$ cat config.mk
export PLATFORM = sky130hd
export DESIGN_NAME = tlb_refill_arbiter
export DESIGN_NICKNAME = d
export VERILOG_FILES = /design/src/rtl/tlb_pkg.sv /design/src/rtl/rr_arbiter2.sv /design/src/rtl/tlb_refill_arbiter.sv
export SDC_FILE = /design/constraint.sdc
export NUM_CORES = 1
export LEC_CHECK = 0
export ABC_AREA = 1
export BUFFER_PORTS_ARGS = -buffer_cell sky130_fd_sc_hd__buf_2
export CORE_AREA = 2 2 154 156
export CTS_BUF_LIST = sky130_fd_sc_hd__clkbuf_8
export DETAILED_ROUTE_END_ITERATION = 16
export DIE_AREA = 0 0 156 158
export PLACE_DENSITY = 0.46
export SLEW_MARGIN = 20
export SYNTH_ARGS = -nofsm -noshare
export SYNTH_HDL_FRONTEND = slang
export SYNTH_SLANG_ARGS = --single-unit
$ cat constraint.sdc
create_clock -name clk -period 1.9 [get_ports clk]
set_clock_uncertainty 0.05 [all_clocks]
set_input_delay 0.57 -clock clk [delete_from_list [all_inputs] [get_ports clk]]
set_output_delay 0.57 -clock clk [all_outputs]
set_load 0.005 [all_outputs]
$ cat src/rtl/tlb_pkg.sv
// Shared types for the TLB refill path: refill FSM states, requester ids and
// the beat-counter width helper.
package tlb_pkg;

  typedef enum logic [1:0] {
    ST_IDLE,
    ST_REQ,
    ST_WAIT,
    ST_FINISH
  } refill_state_e;

  typedef logic req_id_t;

  localparam req_id_t REQ_ITLB = 1'b0;
  localparam req_id_t REQ_DTLB = 1'b1;

  // Width of the beat counter that walks one line of bank_num beats.
  function automatic int beat_cnt_w(input int bank_num);
    return $clog2(bank_num);
  endfunction

endpackage

$ cat src/rtl/rr_arbiter2.sv
// Two-way round-robin arbiter. The last-grant register advances only when the
// owner strobes en_i, so the grant is stable while a refill is in flight.
module rr_arbiter2
  import tlb_pkg::*;
(
  input  logic       clk,
  input  logic       rstn,
  input  logic [1:0] req_i,
  input  logic       en_i,
  output logic       gnt_valid_o,
  output req_id_t    gnt_id_o
);

  req_id_t last_q;

  always_comb begin
    gnt_valid_o = |req_i;
    gnt_id_o    = REQ_ITLB;
    if (req_i == 2'b11) begin
      gnt_id_o = ~last_q;
    end else if (req_i[1]) begin
      gnt_id_o = REQ_DTLB;
    end
  end

  // NOTE: reset is synchronous here, so rstn sits inside the clocked branch
  // rather than in the sensitivity list.
  always_ff @(posedge clk) begin
    if (!rstn) begin
      last_q <= REQ_DTLB;
    end else if (en_i && gnt_valid_o) begin
      last_q <= gnt_id_o;
    end
  end

endmodule

$ cat src/rtl/tlb_refill_arbiter.sv
// Serves ITLB/DTLB line refills from a single-outstanding memory port, one
// requester at a time, writing each returned beat into the owning bank.
module tlb_refill_arbiter
  import tlb_pkg::*;
#(
  parameter int ADDR_WIDTH = 64,
  parameter int DATA_WIDTH = 64,
  parameter int BANK_NUM   = 4
) (
  input  logic                  clk,
  input  logic                  rstn,
  input  logic [1:0]            miss,
  input  logic [ADDR_WIDTH-1:0] miss_addr0,
  input  logic [ADDR_WIDTH-1:0] miss_addr1,
  input  logic [1:0]            miss_set,
  output logic [1:0]            busy_rd,
  output logic [ADDR_WIDTH-1:0] addr_rd,
  output logic [DATA_WIDTH-1:0] data_rd,
  output logic [1:0]            wen_rd,
  output logic                  set_rd,
  output logic [1:0]            finish_rd,
  output logic                  mem_ren,
  output logic [ADDR_WIDTH-1:0] mem_addr,
  input  logic                  mem_ready,
  input  logic                  mem_rvalid,
  input  logic [DATA_WIDTH-1:0] mem_rdata
);

  localparam int               CNT_W     = beat_cnt_w(BANK_NUM);
  localparam logic [CNT_W-1:0] LAST_BEAT = CNT_W'(BANK_NUM - 1);

  refill_state_e         state_q;
  req_id_t               owner_q;
  logic [ADDR_WIDTH-1:0] base_q, base_d;
  logic [CNT_W-1:0]      cnt_q, cnt_d;
  logic                  set_q;
  logic                  gnt_valid;
  req_id_t               gnt_id;
  logic [ADDR_WIDTH-1:0] beat_addr;
  logic [1:0]            owner_mask;
  logic                  beat_wr;

  rr_arbiter2 u_arb (
    .clk         (clk),
    .rstn        (rstn),
    .req_i       (miss),
    .en_i        (state_q == ST_IDLE),
    .gnt_valid_o (gnt_valid),
    .gnt_id_o    (gnt_id)
  );

  always_comb begin
    base_d            = (gnt_id == REQ_DTLB) ? miss_addr1 : miss_addr0;
    base_d[CNT_W-1:0] = '0;
    cnt_d             = cnt_q + CNT_W'(1);
  end

  // The counter wraps to zero after the last beat, so base|count also yields
  // the line base during FINISH.
  assign beat_addr  = {base_q[ADDR_WIDTH-1:CNT_W], cnt_q};
  assign owner_mask = {owner_q, ~owner_q};
  assign beat_wr    = rstn && (state_q == ST_WAIT) && mem_rvalid;

  always_ff @(posedge clk) begin
    if (!rstn) begin
      state_q <= ST_IDLE;
      owner_q <= REQ_ITLB;
      base_q  <= '0;
      cnt_q   <= '0;
      set_q   <= 1'b0;
    end else begin
      case (state_q)
        ST_IDLE: begin
          if (gnt_valid) begin
            owner_q <= gnt_id;
            base_q  <= base_d;
            set_q   <= miss_set[gnt_id];
            cnt_q   <= '0;
            state_q <= ST_REQ;
          end
        end
        ST_REQ: begin
          if (mem_ready) state_q <= ST_WAIT;
        end
        ST_WAIT: begin
          if (mem_rvalid) begin
            cnt_q   <= cnt_d;
            state_q <= (cnt_q == LAST_BEAT) ? ST_FINISH : ST_REQ;
          end
        end
        ST_FINISH: state_q <= ST_IDLE;
        default:   state_q <= ST_IDLE;
      endcase
    end
  end

  assign busy_rd   = {2{state_q != ST_IDLE}};
  assign mem_ren   = (state_q == ST_REQ);
  assign mem_addr  = beat_addr;
  assign addr_rd   = beat_addr;
  assign data_rd   = beat_wr ? mem_rdata : '0;
  assign wen_rd    = beat_wr ? owner_mask : 2'b00;
  assign finish_rd = (state_q == ST_FINISH) ? owner_mask : 2'b00;
  assign set_rd    = set_q;

endmodule

# ---- Word level (Yosys, flattened, before mapping)
# Cells that the tools add are included.
dict set report op_classes {
  bitwise 2
  magnitude_cmp 1
  n_eq_ne 8
  muxes 16
  add_sub_neg 1
  n_reduce_logical 10
}
# op n
set ops {}
lappend ops {{two-way mux 64 bit} 2}
lappend ops {{two-way mux 2 bit} 8}
lappend ops {{== test 2 bit (second input constant)} 4}
lappend ops {{case mux 2 bit (4 select lines)} 1}
lappend ops {{AND reduction 3 bit} 2}
lappend ops {{two-way mux 1 bit} 4}
lappend ops {{inequality test 2 bit (second input constant)} 2}
lappend ops {{case mux 2 bit (2 select lines)} 1}
lappend ops {{nonzero test 2 bit} 2}
lappend ops {{logical AND 1 bit} 3}
lappend ops {{adder 2 x 1 -> 2 bit (second input constant)} 1}
lappend ops {{== test 2 x 1 -> 1 bit (second input constant)} 1}
lappend ops {{zero test 2 bit} 1}
lappend ops {{< comparator 1 x 2 -> 1 bit (second input constant)} 1}
lappend ops {{inequality test 2 x 1 -> 1 bit (second input constant)} 1}
lappend ops {{NOT 1 bit} 2}
lappend ops {{AND reduction 2 bit} 1}
lappend ops {{OR reduction 2 bit} 1}
dict set report totals {
  in_bits 200
  word_cells 44
  register_bits 69
}

# ---- Logic depth before layout (Yosys ltp)
# Gate-level depths: netlist (run 1).
dict set report logic_depth {
  word_depth 4
  ltp_mapped 8
  ltp_nobuf 6
}

# ---- Modules after synthesis
# A second synthesis (run 1) with hierarchy kept.
dict set report unflattened {
  cells_unflattened 731
  hier_area_um2 4818.4
}
# module n_inst area_each_um2 cells_each
set modules_own_cells {}
lappend modules_own_cells {tlb_refill_arbiter 1 4762.1 723}
lappend modules_own_cells {rr_arbiter2 1 56.3 8}

# ---- Worst setup path after synthesis (run 1)
# Ideal clock, no wire load.
dict set report synth_path {
  kind {input to output}
  start {in rstn}
  end {out data_rd[23]}
  required_ns 1.280
  stages 5
  path_buffers 3
  path_slack_ns -0.013
  arrival_ns 1.293
  cell_sequence {buf_2 > nand4_1 > buf_2 > buf_2 > nor2_1}
}
dict set report synth_between {
  elab_chain_len 3
}
# item line_no
set synth_rtl {}
lappend synth_rtl {{from (decl)} tlb_refill_arbiter.sv:11} ;# input logic rstn,
lappend synth_rtl {{logical AND 1 bit (2 in series)} tlb_refill_arbiter.sv:62} ;# assign beat_wr = rstn && (state_q == ST_WAIT) && mem_rvalid;
lappend synth_rtl {{two-way mux 64 bit} tlb_refill_arbiter.sv:101} ;# assign data_rd = beat_wr ? mem_rdata : '0;
lappend synth_rtl {{to (decl)} tlb_refill_arbiter.sv:18} ;# output logic [DATA_WIDTH-1:0] data_rd,
# Every way passes these cells.

# ---- Worst setup path after layout (run 1)
dict set report layout_path {
  start {reg state_q[0]}
  end {out data_rd[53]}
}
dict set report layout_between {
  elab_chain_len 4
}
# item line_no
set layout_rtl {}
lappend layout_rtl {{from (decl)} tlb_refill_arbiter.sv:32} ;# refill_state_e state_q;
lappend layout_rtl {{from (signal assigned)} tlb_refill_arbiter.sv:88} ;# state_q <= (cnt_q == LAST_BEAT) ? ST_FINISH : ST_REQ;
lappend layout_rtl {{== test 2 bit} tlb_refill_arbiter.sv:62}
lappend layout_rtl {{logical AND 1 bit (2 in series)} tlb_refill_arbiter.sv:62}
lappend layout_rtl {{two-way mux 64 bit} tlb_refill_arbiter.sv:101}
# Every way passes these cells.

==> results of run 1 <==
power groups by stage:
stage / Sequential (µW) / Combinational (µW) / Clock [µW]
after floorplan: 1900 / 1480 / 0
after global placement: 1910 / 2110 / 0
after detailed placement: 1920 / 2120 / 0
after CTS: 1890 / 2130 / 1520
after global routing: 1920 / 2410 / 1570
final: 1880 / 2090 / 1420
worst max-delay path: stages, from the launching register on:
cell and delay [ns]:
sky130_fd_sc_hd__dfxtp_2 0.34, sky130_fd_sc_hd__inv_2 0.06, sky130_fd_sc_hd__nand4_1 0.12, sky130_fd_sc_hd__buf_12 0.19
sky130_fd_sc_hd__buf_12 0.16, sky130_fd_sc_hd__nor2_1 0.10, sky130_fd_sc_hd__buf_2 0.12
kinds of logic (layout without fill, tap and decap cells):
family	count (synthesis)	after routing
adder cells (fa/ha/maj)	1	1
AND/OR/NAND/NOR	537	537
buffers and inverters	306	638
AO/OA/AOI/OAI	4	4
flip-flops	69	69
other	0	2
stage by stage:
step	power (µW)	instance area, µm²	cells
after floorplan	3380	5140	917
after detailed placement	4040	6900	1519
after CTS	5540	7150	1537
after global placement	4030	6900	1519
after global routing	5890	7200	1540
final	5400	7200	1541
registers in the layout (all words and copies together), names as in the netlist:
| register | cells |
|---|---|
| base_q | 62 |
| cnt_q | 2 |
| state_q | 2 |
| owner_q | 1 |
| set_rd | 1 |
| u_arb.last_q | 1 |
timing repair:
action / 4_1_cts / 5_1_grt
pin swaps: 0 / 1
resized for setup: 3 / 15
setup buffers: 2 / 2
setup endpoints to repair: 68 / 69
layout make-up:
cell class                      count  area [µm²]  share of cell area (%)
Clock inverter                      7        98.8                    1.37
Tap cell                          290         363                    5.04
Inverter                          200         753                    10.5
Timing Repair Buffer              422        2280                    31.6
Antenna cell                        2        5.00                  0.0695
Sequential cell                    69        1380                    19.2
Multi-Input combinational cell    542        2200                    30.5
Clock buffer                        9         124                    1.72
worst max-delay path by stage:
stage,startpoint,to
detailed placement,rstn,data_rd[53]
global placement,rstn,data_rd[55]
global route,state_q[0],data_rd[2]
floorplan,rstn,data_rd[23]
finish,state_q[0],data_rd[53]
CTS,state_q[0],data_rd[53]
metal layers:
metal / track usage (%) / share of wire, % / wire (µm)
met1: 15.2 / 39 / 7370
met2: 27.8 / 52 / 9830
met3: 3.89 / 7.5 / 1420
met4: 4.89 / 1.7 / 320
met5: 0 / 0.12 / 23
layout by cell type (no fill, tap or decap), types with 3 or more instances in the layout:
cell type,n
sky130_fd_sc_hd__nand2_2,19
sky130_fd_sc_hd__buf_12,8
sky130_fd_sc_hd__clkbuf_8,9
sky130_fd_sc_hd__a21oi_1,4
sky130_fd_sc_hd__nor2_2,20
sky130_fd_sc_hd__nand3_1,5
sky130_fd_sc_hd__buf_2,395
sky130_fd_sc_hd__nand2_1,246
sky130_fd_sc_hd__dfxtp_1,67
sky130_fd_sc_hd__buf_4,19
sky130_fd_sc_hd__nand4_1,3
sky130_fd_sc_hd__inv_1,198
sky130_fd_sc_hd__nor2_1,238
==> PnR_summary.wiki, run 1 <==
{| class="wikitable"
! Metric !! Value
|-
| Clock latency on the worst-skew pair || 0.36 ns
|-
| Complex-gate fraction of the synthesized area || 0.390%
|-
| Number of cells traversed by the worst register-to-register path || 8
|-
| Total number of yosys warnings || 0
|-
| Standard-cell row count || 56
|-
| Post-synthesis average cell area || 5.60 µm²
|-
| Cell type with the highest aggregate area in the netlist || sky130_fd_sc_hd__dfxtp_1
|-
| Worst r2r src || state_q[1]
|-
| WL final || 19.0 mm
|-
| Synthesized-area fraction occupied by and/or/nand/nor cells || 41.2%
|-
| Maximum VDD drop || 0.276 mV
|-
| Number of nets with antenna violations after routing || 0
|-
| Final critical path time including I/O delays and setup || 2.09 ns
|-
| DRC violation count after routing || 0
|-
| Pin slew with the least headroom to its limit || 0.806 ns
|-
| Starting DRC count in detailed routing || 223
|-
| Type of the tightest min-delay check || reg2reg
|-
| Count of hold buffers inserted by post-cts repair || 0
|-
| Final critical-path share of the clock period || 110%
|-
| I/O pin cnt || 400
|-
| Pre-Repair DR Iteration Count || 4
|-
| Dominant cell by count in the synthesized netlist || sky130_fd_sc_hd__nor2_1
|-
| Worst R2R End || base_q[33]
|-
| Cell depth of the worst hold path || 2
|-
| Vertical extent of the die || 158 µm
|-
| Internal power component || 3390 µW
|-
| Kind of start point of the critical path || flop
|-
| Nature of the critical path endpoint || primary output
|-
| Die area || 24,600 µm²
|-
| Clock tree from TritonCTS || yes
|-
| Detailed placer's ending HPWL || 15.0 mm
|-
| Post-Synthesis Net Count || 1,118
|-
| Die X || 156 µm
|-
| Multiplexer fraction of the synthesized cell area || 0%
|-
| Yosys cell types || 22
|-
| Max Clk Rate || 0.479 GHz
|-
| Worst Path Class, Setup || reg2out
|-
| Initial core utilization || 22.3%
|-
| Leading cell types by total area after synthesis || sky130_fd_sc_hd__dfxtp_1 (27%), sky130_fd_sc_hd__nor2_1 (18%), sky130_fd_sc_hd__nand2_1 (18%), sky130_fd_sc_hd__inv_1 (14%), sky130_fd_sc_hd__buf_4 (9.8%)
|-
| Via count of the first global-routing pass || 4,930
|-
| CP arrival || 1.47 ns
|-
| Synthesized flop and latch total || 69
|-
| RSZ-0062 raised after global routing || true
|-
| Adder and majority gate portion of the synthesized area || 0.243%
|-
| Count of input and output buffers || 395
|-
| Post-synth design cell area || 5140 µm²
|-
| Setup Slack @ Placement || -0.123 ns
|-
| Max_cap viols || 0
|-
| Final worst slack || -0.188 ns
|-
| Worst hold margin || 0.432 ns
|-
| XOR/XNOR share of the synthesized area || 0%
|-
| Count of H-tree levels built during CTS || 3
|-
| Clock net sink count || 69
|-
| Async set or reset register ratio after synthesis || 0%
|-
| Status || complete, but fails checks
|-
| Final TNS setup || -9.03 ns
|-
| Failing checks || setup timing
|-
| Top post-synthesis cells by count || sky130_fd_sc_hd__nor2_1 (252), sky130_fd_sc_hd__nand2_1 (246), sky130_fd_sc_hd__inv_1 (198), sky130_fd_sc_hd__dfxtp_1 (69), sky130_fd_sc_hd__buf_4 (67)
|-
| CTS Buffer Depth || 2
|-
| Post-synthesis sequential area ratio || 26.9%
|-
| Fraction of final layout cells with drive strength greater than 1 || 38.9%
|-
| Residual overflow from global routing || 0
|-
| Clock-pin transition on the worst setup and hold timing paths || 0.09 ns
|-
| Count of filler cells inserted in the layout || 2,645
|-
| Min-delay src || u_arb.last_q
|-
| Antenna violations before repair || 6
|-
| Normalized max-slew margin || 46.3%
|-
| Combinational family with the most area after synthesis || simple AND/OR/NAND/NOR gates
|-
| Total core area || 23,100 µm²
|-
| Largest net degree at the start of global routing || 69
|-
| Post-synth top flop || sky130_fd_sc_hd__dfxtp_1
|-
| Hold Path End || u_arb.last_q
|-
| Via density || 3.76
|-
| Synthesized netlist cell count || 917
|-
| Net Sw Frac || 37.2%
|-
| Average wire per standard cell || 12.3 µm
|-
| Pleak || 0.00489 µW
|-
| Setup slack, reg-to-reg || 0.38 ns
|-
| Total global routing track utilization || 14.5%
|-
| Root buf cell || sky130_fd_sc_hd__clkbuf_8
|-
| Final Slew Violations || 0
|-
| Setup violators final || 65
|-
| Largest fanout on the critical path || 32
|-
| Pwr/cell area || 749 nW/µm²
|-
| Final core occ || 31.2%
|-
| Area share of the leading cell type in the synthesized netlist || 26.9%
|-
| Inserted Clock Buffers || 9
|-
| Global-route wire length before repair || 26.7 mm
|-
| Total number of nets in the final design || 1,445
|-
| Global placement routability congestion || 0.767
|-
| Number of flops mapped to enable cells by yosys || 0
|-
| Area growth from synthesis to layout || 40.2%
|-
| Net switching power of the design || 2010 µW
|-
| Fin. Hold Viols || 0
|-
| Part of the total power dissipated in sequential elements || 34.8%
|-
| Via total after detailed routing || 5,793
|-
| Data required time of the worst path || 1.28 ns
|-
| Part of the power in the clock network || 26.4%
|-
| Combinational fraction of design power || 38.8%
|}
No activity file was read; power rests on OpenSTA's default activity.
==> run 2: changes to the inputs <==
--- a/config.mk
+++ b/config.mk
@@ -7,11 +7,13 @@
 export LEC_CHECK = 0
 export ABC_AREA = 1
 export BUFFER_PORTS_ARGS = -buffer_cell sky130_fd_sc_hd__buf_2
-export CORE_AREA = 2 2 154 156
+export CELL_PAD_IN_SITES_DETAIL_PLACEMENT = 2
+export CELL_PAD_IN_SITES_GLOBAL_PLACEMENT = 2
+export CORE_MARGIN = 2
+export CORE_UTILIZATION = 18
 export CTS_BUF_LIST = sky130_fd_sc_hd__clkbuf_8
 export DETAILED_ROUTE_END_ITERATION = 16
-export DIE_AREA = 0 0 156 158
-export PLACE_DENSITY = 0.46
+export PLACE_DENSITY = 0.79
 export SLEW_MARGIN = 20
 export SYNTH_ARGS = -nofsm -noshare
 export SYNTH_HDL_FRONTEND = slang
==> run 2 against run 1 <==
Register-to-register slack is essentially flat. The flow still finishes with violations (setup timing). Power fell by 1.4%. Non-clock buffer count fell by 3. Combinational power up 5%. Maximum frequency is 3.1% higher. Cell area is 2.7% higher. Global-route usage grew 0.56 points. Hold slack worse by 0.0064 ns. Via count rose by 9.6%. Cell count increased by 5.4%. Critical endpoint is now data_rd[13]. Highest routed layer unchanged.
==> PnR_summary.wiki, run 2 (synthesis results as in run 1) <==
{| class="wikitable"
! Metric !! Value
|-
| Clock-pin transition on the worst setup and hold timing paths || 0.07 ns (-0.02 ns)
|-
| Maximum VDD drop || 0.270 mV (-2.2%)
|-
| Count of input and output buffers || 395 (unchanged)
|-
| RSZ-0062 raised after global routing || true
|-
| Fraction of final layout cells with drive strength greater than 1 || 41.0% (+2.1 points)
|-
| Count of H-tree levels built during CTS || 3 (unchanged)
|-
| Global placement routability congestion || 0.774 (+0.96%)
|-
| Final TNS setup || -6.69 ns (+2.34 ns)
|-
| Total core area || 27,900 µm² (+21%)
|-
| Root buf cell || sky130_fd_sc_hd__clkbuf_8
|-
| Total number of nets in the final design || 1,442 (-0.21%)
|-
| Average wire per standard cell || 14.4 µm (+17%)
|-
| Largest fanout on the critical path || 17 (-47%)
|-
| Largest net degree at the start of global routing || 49 (-29%)
|-
| Max Clk Rate || 0.494 GHz (+3.1%)
|-
| WL final || 23.4 mm (+23%)
|-
| Starting DRC count in detailed routing || 92 (-59%)
|-
| Dpl cell area || 6930 µm² (+0.47%)
|-
| Highest routed layer || met5
|-
| Detailed placer's ending HPWL || 18.3 mm (+22%)
|-
| Leading cell type in the layout, fill and taps excluded || sky130_fd_sc_hd__buf_2
|-
| Vertical extent of the die || 173 µm (+9.5%)
|-
| Total global routing track utilization || 15.0% (+0.56 points)
|-
| Initial core utilization || 18.4% (-3.9 points)
|-
| Type of the tightest min-delay check || reg2reg
|-
| Max reg flops || 62 (unchanged)
|-
| Count of filler cells inserted in the layout || 3,615 (+37%)
|-
| Worst hold margin || 0.426 ns (-0.00643 ns)
|-
| Clock tree from TritonCTS || yes
|-
| Fin area || 7400 µm² (+2.7%)
|-
| Fin. Hold Viols || 0 (unchanged)
|-
| Antenna violations before repair || 4 (-2)
|-
| Critical-path top delay cell || sky130_fd_sc_hd__buf_6
|-
| Largest reg by FF count || base_q
|-
| Global-route wire length before repair || 35.6 mm (+33%)
|-
| Status || complete, but fails checks
|-
| Inserted Clock Buffers || 9 (unchanged)
|-
| Final critical-path share of the clock period || 107% (-3.3 points)
|-
| I/O pin cnt || 400 (unchanged)
|-
| Data required time of the worst path || 1.28 ns (about the same)
|-
| WL met3 || 1.69 mm (+19%)
|-
| Via count of the first global-routing pass || 6,679 (+35%)
|-
| Worst stage delay on the critical path || 0.18 ns (-0.16 ns)
|-
| Die X || 173 µm (+11%)
|-
| Die area || 29,900 µm² (+21%)
|-
| Ordered cell list for the critical path || buf_2 > nand4_1 > buf_6 > buf_16 > nor2_1 > buf_2
|-
| Clock latency on the worst-skew pair || 0.36 ns (about the same)
|-
| Kind of start point of the critical path || primary input
|-
| Pleak || 0.00489 µW (about the same)
|-
| Routed met1 length || 8.69 mm (+18%)
|-
| DRC violation count after routing || 0 (unchanged)
|-
| Via density || 3.91 (+4.0%)
|-
| Standard-cell row count || 61 (+8.9%)
|-
| Nature of the critical path endpoint || primary output
|-
| Worst Path Class, Setup || in2out
|-
| Area growth from synthesis to layout || 43.9%
|-
| Final critical path time including I/O delays and setup || 2.03 ns (-0.0624 ns)
|-
| Final worst slack || -0.126 ns (+0.0624 ns)
|-
| Failing checks || setup timing
|-
| Multi-input combinational cell area || 2280 µm² (+4.0%)
|-
| Cell repeated most along the worst path || sky130_fd_sc_hd__buf_2
|-
| PnR Total Power || 5320 µW (-1.4%)
|-
| Sequential cell area in the final layout || 1390 µm² (+0.27%)
|-
| Residual overflow from global routing || 0 (unchanged)
|-
| Via total after detailed routing || 6,348 (+9.6%)
|-
| CTS Buffer Depth || 2 (unchanged)
|-
| Max_cap viols || 0 (unchanged)
|-
| Pwr/cell area || 720 nW/µm² (-4.0%)
|-
| CP arrival || 1.41 ns (-0.06 ns)
|-
| Setup violators final || 66 (+1.5%)
|-
| Biggest registers after layout || base_q: 62 flops, cnt_q: 2 flops, state_q: 2 flops
|-
| Final Slew Violations || 0 (unchanged)
|-
| Commonest cells after routing, fill and taps aside || sky130_fd_sc_hd__buf_2 (393), sky130_fd_sc_hd__nand2_1 (246), sky130_fd_sc_hd__nor2_1 (210)
|-
| Met2 wire length || 12.6 mm (+28%)
|-
| Pre-Repair DR Iteration Count || 3 (-1)
|-
| Number of nets with antenna violations after routing || 0 (unchanged)
|-
| Normalized max-slew margin || 69.1% (+23 points)
|-
| Clock net sink count || 69 (unchanged)
|-
| Pin slew with the least headroom to its limit || 0.464 ns (-0.342 ns)
|}
==> run 2: changes by cell type in the layout (fill, tap and decap cells not counted), moves of 3 or more <==
cell | before | now
sky130_fd_sc_hd__nor2_2 | 20 | 48
sky130_fd_sc_hd__nor2_1 | 238 | 210
sky130_fd_sc_hd__buf_12 | 8 | 5
sky130_fd_sc_hd__buf_4 | 19 | 13
sky130_fd_sc_hd__buf_16 | 0 | 3
sky130_fd_sc_hd__buf_6 | 0 | 4
==> run 2: layout make-up <==
type	instances	share of cell area [%]
multi-input combinational	542	30.9
clock buffer	9	1.67
timing repair buffer	419	31.3
sequential	69	18.8
antenna	1	0.0338
clock inverter	6	0.761
inverter	200	10.2
tap	378	6.39
==> run 2: layer usage <==
layer  track usage (%)  up-vias
li1                  -     3128
met4              4.45        6
met3              4.55       25
met5                 0        -
met1              15.2     2962
met2              29.3      227
==> run 2: critical path: cells and delay by family <==
family,cells,cell delay (ns)
buffers and inverters,4,0.60
AND/OR/NAND/NOR,2,0.22
==> run 2: what timing repair did <==
item                                    CTS  global route
endpoints found under the setup margin   68            68
hold buffers                              0             0
gates resized for setup                  12            47
gates cloned                              2             2
setup buffers                             2             2
endpoints found under the hold margin     0             0
pin swaps                                 0             2
==> run 2: worst paths after layout <==
kind,start,to,slack [ns],cells past startpoint
worst max register to register,state_q[1],base_q[7],0.37,8
worst max-delay path,rstn,data_rd[13],-0.13,6
worst min register to register,u_arb.last_q,u_arb.last_q,0.43,2
worst min-delay path,u_arb.last_q,u_arb.last_q,0.43,2
==> run 2: power breakdown <==
group	leakage (µW)	switching, µW	total, µW	internal (µW)
logic	0.00422	1240	2190	948
clock network	0.0000961	646	1230	589
registers	0.000574	209	1900	1690
total	0.00489	2100	5320	3230
==> run 2: per-stage QoR <==
stage | instances | utilization [%] | setup slack (ns)
6_report | 1624 | 26.5 | -0.126
5_1_grt | 1624 | 26.5 | -0.228
4_1_cts | 1619 | 25.8 | -0.150
3_5_place_dp | 1600 | 24.8 | -0.128
3_3_place_gp | 1600 | 24.8 | -0.0895
2_1_floorplan | 917 | - | -0.0126
